$ cat src/rtl/pdp8_mem_pkg.sv
// Shared encodings and widths for the PDP-8 memory-cycle sequencer.
package pdp8_mem_pkg;

  localparam int ADDR_W = 15;
  localparam int WORD_W = 12;
  localparam int CNT_W  = 4;

  typedef enum logic [1:0] {
    OP_RD  = 2'b00,
    OP_WR  = 2'b01,
    OP_RIW = 2'b10,
    OP_RSV = 2'b11
  } op_e;

  typedef enum logic [2:0] {
    IDLE,
    RD,
    INC,
    WS,
    WP,
    WH,
    DONE
  } state_e;

endpackage

$ cat src/rtl/pdp8_mem_seq_if.sv
// Request/acknowledge bus between a CPU/DMA requester and the memory sequencer.
interface pdp8_mem_seq_if;
  import pdp8_mem_pkg::*;

  logic              req;
  logic [1:0]        op;
  logic [ADDR_W-1:0] addr;
  logic [WORD_W-1:0] wdata;
  logic              ack;
  logic [WORD_W-1:0] rdata;
  logic              skip;
  logic              busy;

  modport master (
    output req, op, addr, wdata,
    input  ack, rdata, skip, busy
  );

  modport slave (
    input  req, op, addr, wdata,
    output ack, rdata, skip, busy
  );

endinterface

$ cat src/rtl/pdp8_mem_timer.sv
// Loadable down-counter that times every setup/pulse/hold phase of a memory cycle.
module pdp8_mem_timer
  import pdp8_mem_pkg::*;
(
  input  logic             clk,
  input  logic             reset_n,
  input  logic             load,
  input  logic [CNT_W-1:0] load_val,
  output logic             zero
);

  logic [CNT_W-1:0] cnt;

  always_ff @(posedge clk or negedge reset_n) begin
    if (!reset_n) begin
      cnt <= '0;
    end else if (load) begin
      cnt <= load_val;
    end else if (cnt != '0) begin
      cnt <= cnt - CNT_W'(1);
    end
  end

  assign zero = (cnt == '0);

endmodule

$ cat src/rtl/pdp8_mem_seq.sv
// Memory-cycle sequencer in front of pdp8_ram: read, write and atomic
// read-increment-write with programmable async-SRAM strobe timing.
module pdp8_mem_seq
  import pdp8_mem_pkg::*;
#(
  parameter int unsigned RD_CYCLES = 2,
  parameter int unsigned WR_SETUP  = 1,
  parameter int unsigned WR_PULSE  = 2,
  parameter int unsigned WR_HOLD   = 1
) (
  input  logic              clk,
  input  logic              reset_n,
  pdp8_mem_seq_if.slave     bus,
  output logic [ADDR_W-1:0] ram_addr,
  output logic [WORD_W-1:0] ram_data_in,
  input  logic [WORD_W-1:0] ram_data_out,
  output logic              ram_rd,
  output logic              ram_wr
);

  localparam logic [CNT_W-1:0] RD_LD = CNT_W'(RD_CYCLES - 1);
  localparam logic [CNT_W-1:0] WS_LD = CNT_W'(WR_SETUP - 1);
  localparam logic [CNT_W-1:0] WP_LD = CNT_W'(WR_PULSE - 1);
  localparam logic [CNT_W-1:0] WH_LD = CNT_W'(WR_HOLD - 1);

  function automatic logic [WORD_W-1:0] incr_word(input logic [WORD_W-1:0] v);
    return v + WORD_W'(1);
  endfunction

  state_e            state, state_n;
  op_e               op_q;
  logic [WORD_W-1:0] cap;
  logic              tmr_load;
  logic [CNT_W-1:0]  tmr_val;
  logic              tmr_zero;

  pdp8_mem_timer u_timer (
    .clk      (clk),
    .reset_n  (reset_n),
    .load     (tmr_load),
    .load_val (tmr_val),
    .zero     (tmr_zero)
  );

  always_comb begin
    state_n  = state;
    tmr_load = 1'b0;
    tmr_val  = '0;
    case (state)
      IDLE: begin
        if (bus.req) begin
          tmr_load = 1'b1;
          if (op_e'(bus.op) == OP_WR) begin
            state_n = WS;
            tmr_val = WS_LD;
          end else begin
            state_n = RD;
            tmr_val = RD_LD;
          end
        end
      end
      RD:   if (tmr_zero) state_n = (op_q == OP_RIW) ? INC : DONE;
      INC: begin
        state_n  = WS;
        tmr_load = 1'b1;
        tmr_val  = WS_LD;
      end
      WS: begin
        if (tmr_zero) begin
          state_n  = WP;
          tmr_load = 1'b1;
          tmr_val  = WP_LD;
        end
      end
      WP: begin
        if (tmr_zero) begin
          state_n  = WH;
          tmr_load = 1'b1;
          tmr_val  = WH_LD;
        end
      end
      WH:      if (tmr_zero) state_n = DONE;
      DONE:    state_n = IDLE;
      default: state_n = IDLE;
    endcase
  end

  // Strobes are decoded from the next state so every output leaves a flop.
  always_ff @(posedge clk or negedge reset_n) begin
    if (!reset_n) begin
      state       <= IDLE;
      op_q        <= OP_RD;
      bus.ack     <= 1'b0;
      bus.busy    <= 1'b0;
      bus.skip    <= 1'b0;
      bus.rdata   <= '0;
      ram_rd      <= 1'b0;
      ram_wr      <= 1'b0;
      ram_addr    <= '0;
      ram_data_in <= '0;
    end else begin
      state    <= state_n;
      bus.ack  <= (state_n == DONE);
      bus.busy <= (state_n != IDLE);
      ram_rd   <= (state_n == RD);
      ram_wr   <= (state_n == WP);
      if (state == IDLE && bus.req) begin
        ram_addr    <= bus.addr;
        ram_data_in <= bus.wdata;
        op_q        <= op_e'(bus.op);
      end
      if (state == RD && tmr_zero && op_q != OP_RIW) begin
        bus.rdata <= ram_data_out;
      end
      if (state == INC) begin
        ram_data_in <= incr_word(cap);
        bus.rdata   <= incr_word(cap);
        bus.skip    <= (cap == 12'o7777);
      end
    end
  end

  // RIW holds the fetched word here so rdata stays stable until the ack.
  always_ff @(posedge clk) begin
    if (state == RD && tmr_zero) begin
      cap <= ram_data_out;
    end
  end

endmodule

$ cat src/flat_wrapper.sv
// flat-port wrapper written by rule: the top's interface ports become plain ports
module pdp8_mem_seq_flat import pdp8_mem_pkg::*;
#(
  parameter int unsigned RD_CYCLES = 2,
  parameter int unsigned WR_SETUP  = 1,
  parameter int unsigned WR_PULSE  = 2,
  parameter int unsigned WR_HOLD   = 1
)
  (clk, reset_n, ram_addr, ram_data_in, ram_data_out, ram_rd, ram_wr, bus_req, bus_op, bus_addr, bus_wdata, bus_ack, bus_rdata, bus_skip, bus_busy);
  pdp8_mem_seq_if bus_i ();
  input  logic clk;
  input  logic reset_n;
  output logic [ADDR_W-1:0] ram_addr;
  output logic [WORD_W-1:0] ram_data_in;
  input  logic [WORD_W-1:0] ram_data_out;
  output logic ram_rd;
  output logic ram_wr;
  input wire logic [$bits(bus_i.req)-1:0] bus_req;
  input wire logic [$bits(bus_i.op)-1:0] bus_op;
  input wire logic [$bits(bus_i.addr)-1:0] bus_addr;
  input wire logic [$bits(bus_i.wdata)-1:0] bus_wdata;
  output wire logic [$bits(bus_i.ack)-1:0] bus_ack;
  output wire logic [$bits(bus_i.rdata)-1:0] bus_rdata;
  output wire logic [$bits(bus_i.skip)-1:0] bus_skip;
  output wire logic [$bits(bus_i.busy)-1:0] bus_busy;
  assign bus_i.req = bus_req;
  assign bus_i.op = bus_op;
  assign bus_i.addr = bus_addr;
  assign bus_i.wdata = bus_wdata;
  assign bus_ack = bus_i.ack;
  assign bus_rdata = bus_i.rdata;
  assign bus_skip = bus_i.skip;
  assign bus_busy = bus_i.busy;
  pdp8_mem_seq #(.RD_CYCLES(RD_CYCLES), .WR_SETUP(WR_SETUP), .WR_PULSE(WR_PULSE), .WR_HOLD(WR_HOLD)) u_core (.clk(clk), .reset_n(reset_n), .bus(bus_i), .ram_addr(ram_addr), .ram_data_in(ram_data_in), .ram_data_out(ram_data_out), .ram_rd(ram_rd), .ram_wr(ram_wr));
endmodule
$ cat config.mk
export PLATFORM = sky130hd
export DESIGN_NAME = pdp8_mem_seq_flat
export DESIGN_NICKNAME = d
export VERILOG_FILES = /design/src/rtl/pdp8_mem_pkg.sv /design/src/rtl/pdp8_mem_seq_if.sv /design/src/rtl/pdp8_mem_timer.sv /design/src/rtl/pdp8_mem_seq.sv /design/src/flat_wrapper.sv
export SDC_FILE = /design/constraint.sdc
export NUM_CORES = 1
export LEC_CHECK = 0
export CAP_MARGIN = 20
export CORE_ASPECT_RATIO = 0.75
export CORE_UTILIZATION = 50
export CTS_CLUSTER_SIZE = 14
export DETAILED_ROUTE_END_ITERATION = 8
export PLACE_DENSITY = 0.88
export RECOVER_POWER = 100
export SKIP_CTS_REPAIR_TIMING = 1
export SYNTH_ARGS = -nofsm -noshare
export SYNTH_HDL_FRONTEND = slang
export SYNTH_SLANG_ARGS = --single-unit
$ cat constraint.sdc
create_clock -name clk -period 3.79 [get_ports clk]
set_input_delay 0.758 -clock clk [delete_from_list [all_inputs] [get_ports clk]]
set_output_delay 0.758 -clock clk [all_outputs]
set_load 0.01 [all_outputs]
After elaboration in Yosys (flattened, before gate mapping)
Index checks and enable logic that the tools add are counted.
W data, S select, Z words.
- bits in registers: 65
- input port bits: 44
- output and inout port bits: 44
- logic and storage cells: 58
- $add $sub $neg: 2
- equality and inequality tests: 12
- multiplexer cells: 21
- reduce and logical (&&, ||, !) cells: 11
- operators by type and width (cell ; count):
    $mux W12 ; 4
    $mux W3 ; 6
    $pmux W3 S6 ; 1
    $add A12 B1 Y12 const B ; 1
    $eq A12 B12 Y1 const B ; 1
    $eq A3 B3 Y1 const B ; 4
    $mux W4 ; 3
    $pmux W4 S2 ; 1
    $eq A3 B1 Y1 const B ; 2
    $eq A3 B2 Y1 const B ; 2
    $reduce_bool A2 Y1 ; 3
    $logic_not A4 Y1 ; 1
    $mux W1 ; 4
    $reduce_bool A4 Y1 ; 1
    $sub A4 B1 Y4 const B ; 1
    $logic_and A1 B1 Y1 ; 3
    $logic_not A3 Y1 ; 1
    $pmux W1 S3 ; 1
    $reduce_bool A3 Y1 ; 1
    $eq A2 B1 Y1 const B ; 1
    $eq A2 B2 Y1 const B ; 1
    $mux W2 ; 1
    $ne A2 B2 Y1 const B ; 1
    $reduce_or A2 Y1 ; 1

Depth between registers and ports, before layout
- word-level depth: 5
- gate-level depth with buffers: 7
- mapped depth without buffers: 6

Hierarchy
A second synthesis with hierarchy kept.
- cells, all modules: 270
- area total of the unflattened synthesis: 2999.1 um^2
- by module, submodules not included (module ; instances ; cells each ; area each (um^2) ; sequential area each (um^2)):
    pdp8_mem_seq ; 1 ; 248 ; 2765.2 ; 1586.5
    pdp8_mem_timer ; 1 ; 22 ; 234.0 ; 100.1

Worst setup path after synthesis
OpenSTA, ideal clock, no wires.
- path type: register to register
- start point: reg u_core.u_timer.cnt[0]
- end point: reg u_core.cap[0] (enable)
- setup time: 0.396 ns
- arrival: 2.013 ns
- required time: 3.394 ns
- path slack: 1.381 ns
- stages on the path, launching flop included: 6
- buffers on the path: 0
- clock period less this slack: 2.409 ns
- cell sequence: dfrtp_1 > inv_1 > ha_1 > nor3b_1 > nand2_1 > nor3_1
- word-level cells in the longest chain between the ends: 2
- ends and longest elaborated chain (item ; RTL line ; text):
    from (decl) ; pdp8_mem_timer.sv:12 ; logic [CNT_W-1:0] cnt;
    from (signal assigned) ; pdp8_mem_timer.sv:18 ; cnt <= load_val;
    from (signal assigned) ; pdp8_mem_timer.sv:20 ; cnt <= cnt - CNT_W'(1);
    $logic_not A4 Y1 ; pdp8_mem_timer.sv:24 ; assign zero = (cnt == '0);
    $logic_and A1 B1 Y1 ; pdp8_mem_seq.sv:125 ; if (state == RD && tmr_zero) begin
    to (signal assigned) ; pdp8_mem_seq.sv:126 ; cap <= ram_data_out;
    to (decl) ; pdp8_mem_seq.sv:32 ; logic [WORD_W-1:0] cap;
Every way passes these cells.
A chain may end at the register's enable or synchronous reset.

Worst setup path after layout
- start point: reg u_core.u_timer.cnt[0]
- end point: reg u_core.bus.rdata[0]
- word-level cells in the longest chain between the ends: 4
- ends and longest elaborated chain (item ; RTL line ; text):
    $logic_not A4 Y1 ; pdp8_mem_timer.sv:24 ;
    $logic_and A1 B1 Y1 (2 in series) ; pdp8_mem_seq.sv:112 ; if (state == RD && tmr_zero && op_q != OP_RIW) begin
    $reduce_bool A2 Y1 (no source line) ; - ;
    to (signal assigned) ; pdp8_mem_seq.sv:113 ; bus.rdata <= ram_data_out;
    to (signal assigned) ; pdp8_mem_seq.sv:117 ; bus.rdata <= incr_word(cap);
    to (decl) ; pdp8_mem_seq_if.sv:21 ; output ack, rdata, skip, busy
Every way passes these cells.

==> results.tsv <==
metric	value	unit
buffers from clock root to sink, at most	2	
number of warnings issued by yosys	0	
transition time at the pin with the least slew margin	1.59	ns
Worst Path Required	3.94	ns
Ant. Diodes	0	
CORE AREA	5800	um2
RSZ-0062 raised after global routing	false	
async set-or-reset flop fraction in the synthesized netlist	0.815	
pin count of the biggest net entering global routing	32	
clk sinks	65	
total iterations of the first detailed-routing run	4	
1st-iter DRT viols	193	
fillers	474	
worst-case setup slack after placement	0.981	ns
Total Neg Setup Slack	0	ns
Peak supply drop	0.427	mV
layout-stage area growth over the synthesis result	35.1	%
startpoint type of the worst setup path	register	
number of cell rows	24	
share of final-layout standard cells stronger than drive strength 1	0.0674	
syn nets	340	
Num CTS Buffers	9	
flop and latch count out of synthesis	65	
result of the run	finished, violations left	
Starting Density	0.518	
area of the mapped netlist	3000	um2
root buf cell	sky130_fd_sc_hd__clkbuf_8	
Compound-Gate Fraction of Synth Area	0.118	
crit path time final	2.62	ns
Hold Violations, Final	0	
total grt overflow	0	
count of flip-flops with a built-in enable after synthesis	12	
adder-cell share of the synthesized area	0.00834	
syn avg cell area	10.2	um2
Util after Layout	0.700	
cell total after placement	448	
chip height	69.1	um
final cell count without fillers	464	
main combinational cell family by area after synthesis	simple AND/OR/NAND/NOR gates	
via density per instance	5.42	
PwrDens	763	nW/um2
Fmax achieved	382	MHz
MaxCap Viol Count	1	
fraction of the yosys area taken by sequential cells	0.562	
Global Route Usage Sum	0.257	
distinct cell type count after synthesis	47	
category of the worst setup path capture point	register	
width of the chip	91.5	um
global placer's final weighted congestion	0.818	
Via Count	2513	
Post-Syn Instances	294	
Final setup violation count	0	
Register Area	1690	um2
Critical Path Fanout Max	18	
total number of H-tree levels	3	
number of port buffers	87	
die area	6320	um2
initial antenna violation count	0	
DP HPWL	5180	um
vias in the first global route	2530	
min setup slack post-route	1.17	ns
Setup Skew	0.0104	ns
final total power	0.00309	W
part of the cycle the worst path needs	0.691	
number of nets with antenna violations after routing	0	
Min-Delay Path Class	register to register	
TritonCTS clock tree	yes	
final routed wire length divided by cell count	15.8	um
Leakage	1.78	nW
Final Routed Wirelength	7320	um
number of placed I/O pins	88	
clock slew at the register clock pins of the worst setup and hold paths	0.07	ns
mux share of post-synthesis cell area	0.0133	
Post-synth top flop	sky130_fd_sc_hd__dfrtp_1	
max-slew violation count	19	
data arrival time of the critical path	2.77	ns
simple-gate share of the synthesized area	0.250	
Worst slew margin	-0.0659	
Multi-input gate area	1160	um2
violations in the final reports	max-capacitance violations, max-slew violations	
final layout net count	427	
wire length of the first global-routing pass	12400	um
DRC	0	
Critical Setup Path Class	register to register	
xor-xnor portion of the synthesized cell area	0.0117	
clock latency on the worst-skew pair	0.35	ns
-- final cells by class --
class | instances | area share
clock buffer | 13 | 0.0392
clock inverter | 3 | 0.00987
inverter | 7 | 0.00648
multi-input combinational | 208 | 0.287
sequential | 65 | 0.416
tap | 78 | 0.0241
timing repair buffer | 90 | 0.218
-- layer usage --
metal | routed length [um] | part of all wire | global-route usage
met5 | 0 | 0 | 0
met3 | 598 | 0.082 | 0.0905
met2 | 3420 | 0.47 | 0.396
met4 | 132 | 0.018 | 0.0882
met1 | 3170 | 0.43 | 0.340
-- report_power, final --
group | leakage, nW | internal (W) | switching, W
sequential | 0.757 | 0.00101 | 0.000225
combinational | 0.924 | 0.000616 | 0.000646
clock | 0.103 | 0.000338 | 0.000255
-- worst paths after layout --
kind | from | end | slack, ns | cells after the start
worst min register to register | u_core.ram_addr[6] | u_core.ram_addr[6] | 0.47 | 2
worst min-delay path | u_core.ram_addr[6] | u_core.ram_addr[6] | 0.47 | 2
worst max register to register | u_core.u_timer.cnt[0] | u_core.bus.rdata[0] | 1.17 | 5
max in group asynchronous | reset_n | u_core.ram_addr[1] | 1.97 | 2
min in group asynchronous | reset_n | u_core.bus.rdata[5] | 0.74 | 1
worst max-delay path | u_core.u_timer.cnt[0] | u_core.bus.rdata[0] | 1.17 | 5
-- synth_stat cells (all sizes together) (3+ instances only) --
cell type	count	area, um2
o31ai	6	45.0
nor2b	5	31.3
or3b	3	26.3
dfrtp	53	1330
buf	13	81.3
a31oi	7	58.8
nand3	5	25.0
o21ai	7	35.0
a221o	4	40.0
a21oi	13	65.1
and3	4	25.0
mux2i	4	40.0
nand2	86	323
xnor2	3	26.3
nor4	4	31.3
inv	7	26.3
edfxtp	12	360
nor3b	4	51.3
nor3	10	55.1
nand4	3	33.8
nor2	17	63.8
nand2b	3	18.8
-- stage by stage --
step	hold WS, ns	instance area [um2]
2_1_floorplan	0.437	3000
5_1_grt	0.509	4060
6_report	0.473	4060
4_1_cts	0.416	4100
3_5_place_dp	0.458	3900
3_3_place_gp	0.449	3900
-- logic make-up after synthesis --
family / count (synthesis)
buffers and inverters: 21
AOI/OAI and AO/OA: 48
adders and majority gates: 2
muxes: 4
DFF: 65
xor gates and xnor gates: 4
and+or+nand+nor: 150
-- placed cells by master, fill, tap and decap left out, drive strengths merged, types with 10 or more instances in the layout --
cell,count
a21oi,13
nand2,86
clkdlybuf4s50,29
dfrtp,53
edfxtp,12
nor3,10
nor2,17
dlygate4sd3,57
clkbuf,15
-- state kept, by name, indices dropped and copies added, names as in the netlist --
name / count
u_core.bus.rdata: 12
u_core.ram_addr: 15
u_core.bus.skip: 1
u_core.op_q: 2
u_core.ram_rd: 1
u_core.bus.ack: 1
u_core.ram_wr: 1
u_core.bus.busy: 1
u_core.u_timer.cnt: 4
u_core.ram_data_in: 12
u_core.cap: 12
u_core.state: 3
-- worst max-delay path, stage by stage (launching register included) --
cell and delay (ns):
sky130_fd_sc_hd__dfrtp_1 0.41, sky130_fd_sc_hd__inv_1 0.06, sky130_fd_sc_hd__ha_1 0.25, sky130_fd_sc_hd__and4bb_1 0.28
sky130_fd_sc_hd__a31oi_1 1.12, sky130_fd_sc_hd__o21ai_0 0.30
Note: power is estimated with default switching activity, not from simulation.
